## src/rtl/and_bist_pkg.sv

```systemverilog
// Shared types and helpers for the AND-gate BIST loop.
// Build option: AND_BIST_EXHAUSTIVE_EN selects the exhaustive 2-bit up-counter
// pattern source (4 patterns) instead of the 2-bit LFSR (3 patterns).
package and_bist_pkg;

  typedef enum logic [1:0] {StIdle, StRun, StCompare, StDone} state_e;

`ifdef AND_BIST_EXHAUSTIVE_EN
  localparam int unsigned NUM_PATTERNS = 4;
`else
  localparam int unsigned NUM_PATTERNS = 3;
`endif

  // Fault-free AND with a zero MISR seed compacts to this in both modes.
  localparam logic [2:0] GOLDEN_SIG = 3'b001;

  // Pattern LFSR over p = {a,b}: 01 -> 10 -> 11 -> 01; 00 is a lock-up state.
  function automatic logic [1:0] lfsr_next(input logic [1:0] p);
    return {p[1] ^ p[0], p[1]};
  endfunction

  // 3-bit MISR, s = {s2,s1,s0}: s0' = s2^in, s1' = s0^s2, s2' = s1.
  function automatic logic [2:0] misr_next(input logic [2:0] s, input logic in);
    return {s[1], s[0] ^ s[2], s[2] ^ in};
  endfunction

endpackage

```

## src/rtl/and_bist_misr.sv

```systemverilog
// Response-compaction MISR for single-output CUT BIST blocks.
// load has priority over en; reset returns the register to RST_VAL.
module and_bist_misr
  import and_bist_pkg::*;
#(
  parameter int unsigned      SIG_W   = 3,
  parameter logic [SIG_W-1:0] RST_VAL = '0
) (
  input  logic             clk,
  input  logic             rst,
  input  logic             load,
  input  logic             en,
  input  logic [SIG_W-1:0] seed,
  input  logic             in,
  output logic [SIG_W-1:0] sig
);

  // Signature register: seed on load, compact one response bit per enabled edge.
  always_ff @(posedge clk or posedge rst) begin
    if (rst) begin
      sig <= RST_VAL;
    end else if (load) begin
      sig <= seed;
    end else if (en) begin
      sig <= misr_next(sig, in);
    end
  end

endmodule

```

## src/rtl/and_bist_tpg_ctrl.sv

```systemverilog
// Pattern generation / response compaction controller for the AND-gate BIST loop.
// Drives cut_a/cut_b, compacts cut_y into a MISR, pulses compare for the
// downstream comparator and latches its result as bist_fail.
// Build option: AND_BIST_EXHAUSTIVE_EN -> binary up-counter patterns 00..11
// (LFSR_SEED unused); otherwise a 2-bit LFSR seeded with LFSR_SEED.
module and_bist_tpg_ctrl
  import and_bist_pkg::*;
#(
  parameter int unsigned      SIG_W     = 3,
  parameter logic [1:0]       LFSR_SEED = 2'b01,
  parameter logic [SIG_W-1:0] MISR_SEED = '0,
  parameter int unsigned      CMP_PULSE = 2
) (
  input  logic             clk,
  input  logic             rst,
  input  logic             start,
  output logic             cut_a,
  output logic             cut_b,
  input  logic             cut_y,
  output logic [SIG_W-1:0] signature,
  output logic             compare,
  input  logic             result,
  output logic             busy,
  output logic             done,
  output logic             bist_fail
);

  localparam int unsigned CNT_W  = $clog2(NUM_PATTERNS + 1);
  localparam int unsigned PCNT_W = $clog2(CMP_PULSE + 1);

  state_e            state_q;
  logic [1:0]        pat_q;
  logic [1:0]        pat_nxt;
  logic [CNT_W-1:0]  cnt_q;
  logic [PCNT_W-1:0] pcnt_q;
  logic              accept;
  logic              run;

`ifdef AND_BIST_EXHAUSTIVE_EN
  localparam logic [1:0] PAT_INIT = 2'b00;
  assign pat_nxt = pat_q + 2'd1;
`else
  localparam logic [1:0] PAT_INIT = LFSR_SEED;
  assign pat_nxt = lfsr_next(pat_q);
`endif

  // start only counts from IDLE or DONE; while busy it has no effect.
  assign accept = start && ((state_q == StIdle) || (state_q == StDone));
  assign run    = (state_q == StRun);
  assign cut_a  = pat_q[1];
  assign cut_b  = pat_q[0];

  and_bist_misr #(
    .SIG_W  (SIG_W),
    .RST_VAL(MISR_SEED)
  ) u_misr (
    .clk (clk),
    .rst (rst),
    .load(accept),
    .en  (run),
    .seed(MISR_SEED),
    .in  (cut_y),
    .sig (signature)
  );

  // Test sequencer FSM with registered status and compare outputs.
  always_ff @(posedge clk or posedge rst) begin
    if (rst) begin
      state_q   <= StIdle;
      pat_q     <= 2'b00;
      cnt_q     <= '0;
      pcnt_q    <= '0;
      compare   <= 1'b0;
      busy      <= 1'b0;
      done      <= 1'b0;
      bist_fail <= 1'b0;
    end else begin
      case (state_q)
        StIdle, StDone: begin
          if (start) begin
            pat_q     <= PAT_INIT;
            cnt_q     <= '0;
            bist_fail <= 1'b0;
            busy      <= 1'b1;
            done      <= 1'b0;
            state_q   <= StRun;
          end
        end
        StRun: begin
          pat_q <= pat_nxt;
          cnt_q <= cnt_q + 1'b1;
          if (cnt_q == CNT_W'(NUM_PATTERNS - 1)) begin
            pat_q   <= 2'b00;
            pcnt_q  <= '0;
            compare <= 1'b1;
            state_q <= StCompare;
          end
        end
        StCompare: begin
          pcnt_q <= pcnt_q + 1'b1;
          if (pcnt_q == PCNT_W'(CMP_PULSE - 1)) begin
            bist_fail <= result;
            compare   <= 1'b0;
            busy      <= 1'b0;
            done      <= 1'b1;
            state_q   <= StDone;
          end
        end
        default: state_q <= StIdle;
      endcase
    end
  end

endmodule

```

## config.mk

```make
export PLATFORM = sky130hd
export DESIGN_NAME = and_bist_tpg_ctrl
export DESIGN_NICKNAME = d
export VERILOG_FILES = /design/src/rtl/and_bist_pkg.sv /design/src/rtl/and_bist_misr.sv /design/src/rtl/and_bist_tpg_ctrl.sv
export SDC_FILE = /design/constraint.sdc
export NUM_CORES = 1
export LEC_CHECK = 0
export BUFFER_PORTS_ARGS = -buffer_cell sky130_fd_sc_hd__buf_2
export CORE_UTILIZATION = 47
export DETAILED_ROUTE_END_ITERATION = 8
export GPL_TIMING_DRIVEN = 0
export PLACE_DENSITY = 0.67
export SKIP_LAST_GASP = 1
export SYNTH_ARGS = -nofsm -noshare
export SYNTH_HDL_FRONTEND = slang
export SYNTH_HIERARCHICAL = 1
export SYNTH_SLANG_ARGS = --single-unit
```

## constraint.sdc

```tcl
create_clock -name clk -period 4.2 [get_ports clk]
set_input_delay 0.42 -clock clk [delete_from_list [all_inputs] [get_ports clk]]
set_output_delay 0.42 -clock clk [all_outputs]
set_load 0.01 [all_outputs]
```

Word level (Yosys, flattened, before mapping)
Index checks and enable logic that the tools add are counted.

Register bits: 15. Logic and storage cells: 57.

Add/subtract/negate cells: 2. Equality and inequality tests: 8. Multiplexer cells: 22. Bitwise logic cells: 3. Reduce and logical (&&, ||, !) cells: 13.

Operator list (number): two-way mux 2 bit (6); one-hot mux 2 bit (2 select lines) (3); AND reduction 3 bit (3); one-hot mux 1 bit (2 select lines) (4); nonzero test 2 bit (4); equality test 2 bit (second input constant) (3); two-way mux 1 bit (6); two-way mux 3 bit (2); one-hot mux 2 bit (3 select lines) (1); adder 2 x 1 -> 2 bit (second input constant) (2); equality test 2 x 1 -> 1 bit (second input constant) (2); inequality test 2 bit (second input constant) (2); AND reduction 2 bit (2); XOR 1 bit (3); zero test 2 bit (1); inequality test 2 x 1 -> 1 bit (second input constant) (1); OR reduction 2 bit (1); logical AND 1 bit (1); logical OR 1 bit (1).

Depth between registers and ports, before layout
Depth in word-level cells: 4. Depth in mapped cells: 6. Gate-level depth less buffers: 5.

Modules after synthesis
Netlist, hierarchy kept.

Modules (own cells, without submodules): and_bist_tpg_ctrl (times used 1, cells each 70, area an instance 689.4 um^2, seq. area each 300.3 um^2); and_bist_misr (times used 1, cells each 16, area an instance 162.7 um^2, seq. area each 75.1 um^2).

Worst setup path after synthesis
Ideal clock, no wire load.

Path type: flip-flop to flip-flop. From: register state_q[0]. To: register u_misr.sig[1]. Arrival time: 1472 ps. Data required time: 4113 ps. Slack: 2641 ps. Stages on the path, launching flop included: 7. Path buffers: 1. Cell sequence: dfrtp_1 inv_1 ha_1 buf_6 and2_1 or3b_1 o211ai_1.

Cells in the longest elaborated chain, start to end: 4.

RTL lines: start: declaration (RTL line and_bist_tpg_ctrl.sv:31) `state_e state_q;`; start signal: assignment (RTL line and_bist_tpg_ctrl.sv:69) `state_q <= StIdle;`; start signal: assignment (RTL line and_bist_tpg_ctrl.sv:86) `state_q <= StRun;`; start signal: assignment (RTL line and_bist_tpg_ctrl.sv:96) `state_q <= StCompare;`; equality test 2 bit or zero test 2 bit (tied branches) (RTL line and_bist_tpg_ctrl.sv:48) `assign accept = start && ((state_q == StIdle) || (state_q == StDone));`; logical OR 1 bit (*) (RTL line and_bist_tpg_ctrl.sv:48); logical AND 1 bit (*) (RTL line and_bist_tpg_ctrl.sv:48); net accept (RTL line and_bist_tpg_ctrl.sv:36) `logic accept;`; two-way mux 3 bit or nonzero test 2 bit (tied branches); end signal: assignment (RTL line and_bist_misr.sv:25) `sig <= misr_next(sig, in);`; end: declaration (RTL line and_bist_misr.sv:15) `output logic [SIG_W-1:0] sig`.

The timed path passes the listed nets; every way through them passes the cells marked *. A chain may end at the register's enable or synchronous reset.

Worst setup path in the final report
Same ends and word-level chain as after synthesis.

==> qor.txt <==
CP max stage cell - or3b_1
Setup crit end kind - flop
Top Usage Layer GRT - met2
total CTS buffers - 3
DRC Markers - 0
setup violators final - 0
Clock Pin Slew Worst Setup and Hold Paths - 0.09 ns
core footprint - 1710 um2
Hold Crit Class - in -> reg
Vias - 645
DRT antenna net count - 0
Netlist cell types - 29
Hold Vio Cnt, Final - 0
Clk Tree Root Cell - clkbuf_4
layout cell share with drive strength beyond 1 - 18.9%
GRT overflow - 0
hold path startpoint - result
post-synth top area share - 44.1%
Initial Utilization - 49.9%
fin area - 992 um2
DP HPWL - 1.17 mm
vias per cell - 4.92
Pwr Density - 768 nW/um2
Tmin final - 1.69 ns
fillcell total - 157
First DRT Iteration DRCs - 18
most common cell in the netlist - dfrtp_1
status - finished clean
VDD IR max - 0.425 mV
Syn Std Cell Area - 852 um2
die area - 1990 um2
GRT Resource Usage Total - 18.7%
clock sink total - 15
syn_area_per_cell - 9.91 um2
I/O pin cnt - 14
non-filler cells, final - 131
max-slew violations - 0
yosys warns - 6
met1 GRT Util - 23.0%
GRT met3 Usage - 7.76%
Yosys top cell by area - dfrtp_1
antenna cell count - 0
Area after DPL - 956 um2
CP startpoint kind - flop
CP Class - reg -> reg
Final TNS setup - 0 ns
DR WL/cell - 11.4 um
Largest stage delay, worst path - 0.39 ns
Final Util - 58.1%
Pre-antenna DRT Iters - 4
Clock Path Buffers - 2
Rows - 15
Commonest cells post-synth - dfrtp_1, inv_1, nand2_1
period utilization - 40.2%
global-route wire length before repair - 2.64 mm
CTS tree - built
f_max - 593 MHz
M2 GR Usage - 30.0%
RSZ-0062 raised after global routing - no
die height - 44.6 um
Clock Latency Late Sink - 0.29 ns
Net count, final - 118
CP Cell Sequence - inv_1 > ha_1 > buf_6 > and2_1 > or3b_1 > o211ai_1
synth top area cells - dfrtp_1, ha_1, inv_1
I/O Buffers - 13
Routed Wire Length - 1.50 mm
Die X - 44.6 um
max_cap viols - 0
CP required - 4.39 ns
CP Max Fanout - 8
R2R Path Start - state_q[0]
GPL Wtd Cong - 0.722
sequential area share after synthesis - 44.1%
CP delay by family, top - simple AND/OR/NAND/NOR gates
Area Growth Syn to Fin - 16.4%
clk_skew - 0.0104 ns
EDFF count, synth - 0
main flop type after synthesis - dfrtp_1
vias in the first global route - 614
Seq cells post-synth - 15
Register Area - 375 um2
Leak Pwr - 0.000469 uW
crit path from - state_q[0]
antenna violations before repair - 0
placed cell count - 126
Synth async-reset ratio - 100%
crit path buf inv count - 2
CTS HTree Levels - 1
Critical Path AT - 1.88 ns
largest net degree at the start of global routing - 13
Mapped Cells - 86
area of the multi-input gates - 439 um2
Hold Slack - 0.365 ns
==> timing repair <==
action                                 4_1_cts  5_1_grt
hold buffers                                 1        0
endpoints found under the hold margin        3        0
gates resized for setup                      0        0
buffers inserted                             0        0
==> layout by cell type (no fill, tap or decap), types with 2 or more instances in the layout <==
cell	n
o211ai_1	3
o21ai_1	5
o31ai_1	3
nand2_1	9
inv_1	9
or3b_1	2
nand2b_1	4
dfrtp_1	15
o21ai_0	2
mux2i_1	3
conb_1	3
clkbuf_4	3
buf_2	13
nor2b_1	4
ha_1	6
a21oi_1	4
xnor2_1	2
==> sequential cells by signal (all words and copies together), names as in the netlist, 2 cells and up <==
register and flops:
u_misr/sig 3, pcnt_q 2, pat_q 2, cnt_q 2
state_q 2
==> layer usage <==
metal  share of wire (%)  vias to the layer above
met5                   0                        -
met4                 1.2                        0
met3                 4.4                        5
met2                  46                       11
met1                  48                      297
li1                    -                      332
==> layout make-up <==
cell class | instances | area share [%]
plain buffers | 1 | 1.13
well taps | 25 | 3.15
inverters | 9 | 3.40
clock buffers | 4 | 2.65
flip-flops and latches | 15 | 37.8
multi-input cells | 63 | 44.3
repair buffers | 14 | 7.57
==> power breakdown <==
group | leakage (uW) | total, uW | internal (uW) | switching, uW
Sequential | 0.000180 | 254 | 208 | 45.7
Combinational | 0.000274 | 426 | 199 | 227
Clock | 0.0000150 | 82.6 | 36.9 | 45.7
==> worst min-delay path, cell delays in order <==
cell and delay (ns):
buf_2 0.09, nand2_1 0.05, o21ai_1 0.05
==> logic make-up (layout without fill, tap and decap cells) <==
family,count (synthesis),count (layout),synth area share (%)
AND/OR/NAND/NOR,26,26,17.5
AO/OA/AOI/OAI,22,22,16.7
flip-flops,15,15,44.1
buffers and inverters,10,28,5.29
adder cells (fa/ha/maj),6,6,8.81
multiplexers,4,4,5.14
XOR/XNOR,2,2,2.06
other,1,3,0.440
==> per-stage QoR <==
step                      total power (uW)  worst slack (ns)
final                                  762              2.51
after global routing                   836              2.44
after CTS                              769              2.50
after detailed placement               685              2.52
after global placement                 673              2.56
after floorplan                        581              2.64
==> path summary, 6_finish.rpt <==
| check | to | slack, ns | cells past startpoint |
|---|---|---|---|
| worst min-delay path | bist_fail | 0.36 | 3 |
| min in group asynchronous | u_misr/sig[1] | 0.54 | 3 |
| worst max register to register | u_misr/sig[1] | 2.51 | 6 |
| worst min register to register | cnt_q[0] | 0.49 | 1 |
| max in group asynchronous | busy | 3.19 | 3 |
| worst max-delay path | u_misr/sig[1] | 2.51 | 6 |
No activity file was read; power rests on OpenSTA's default activity.
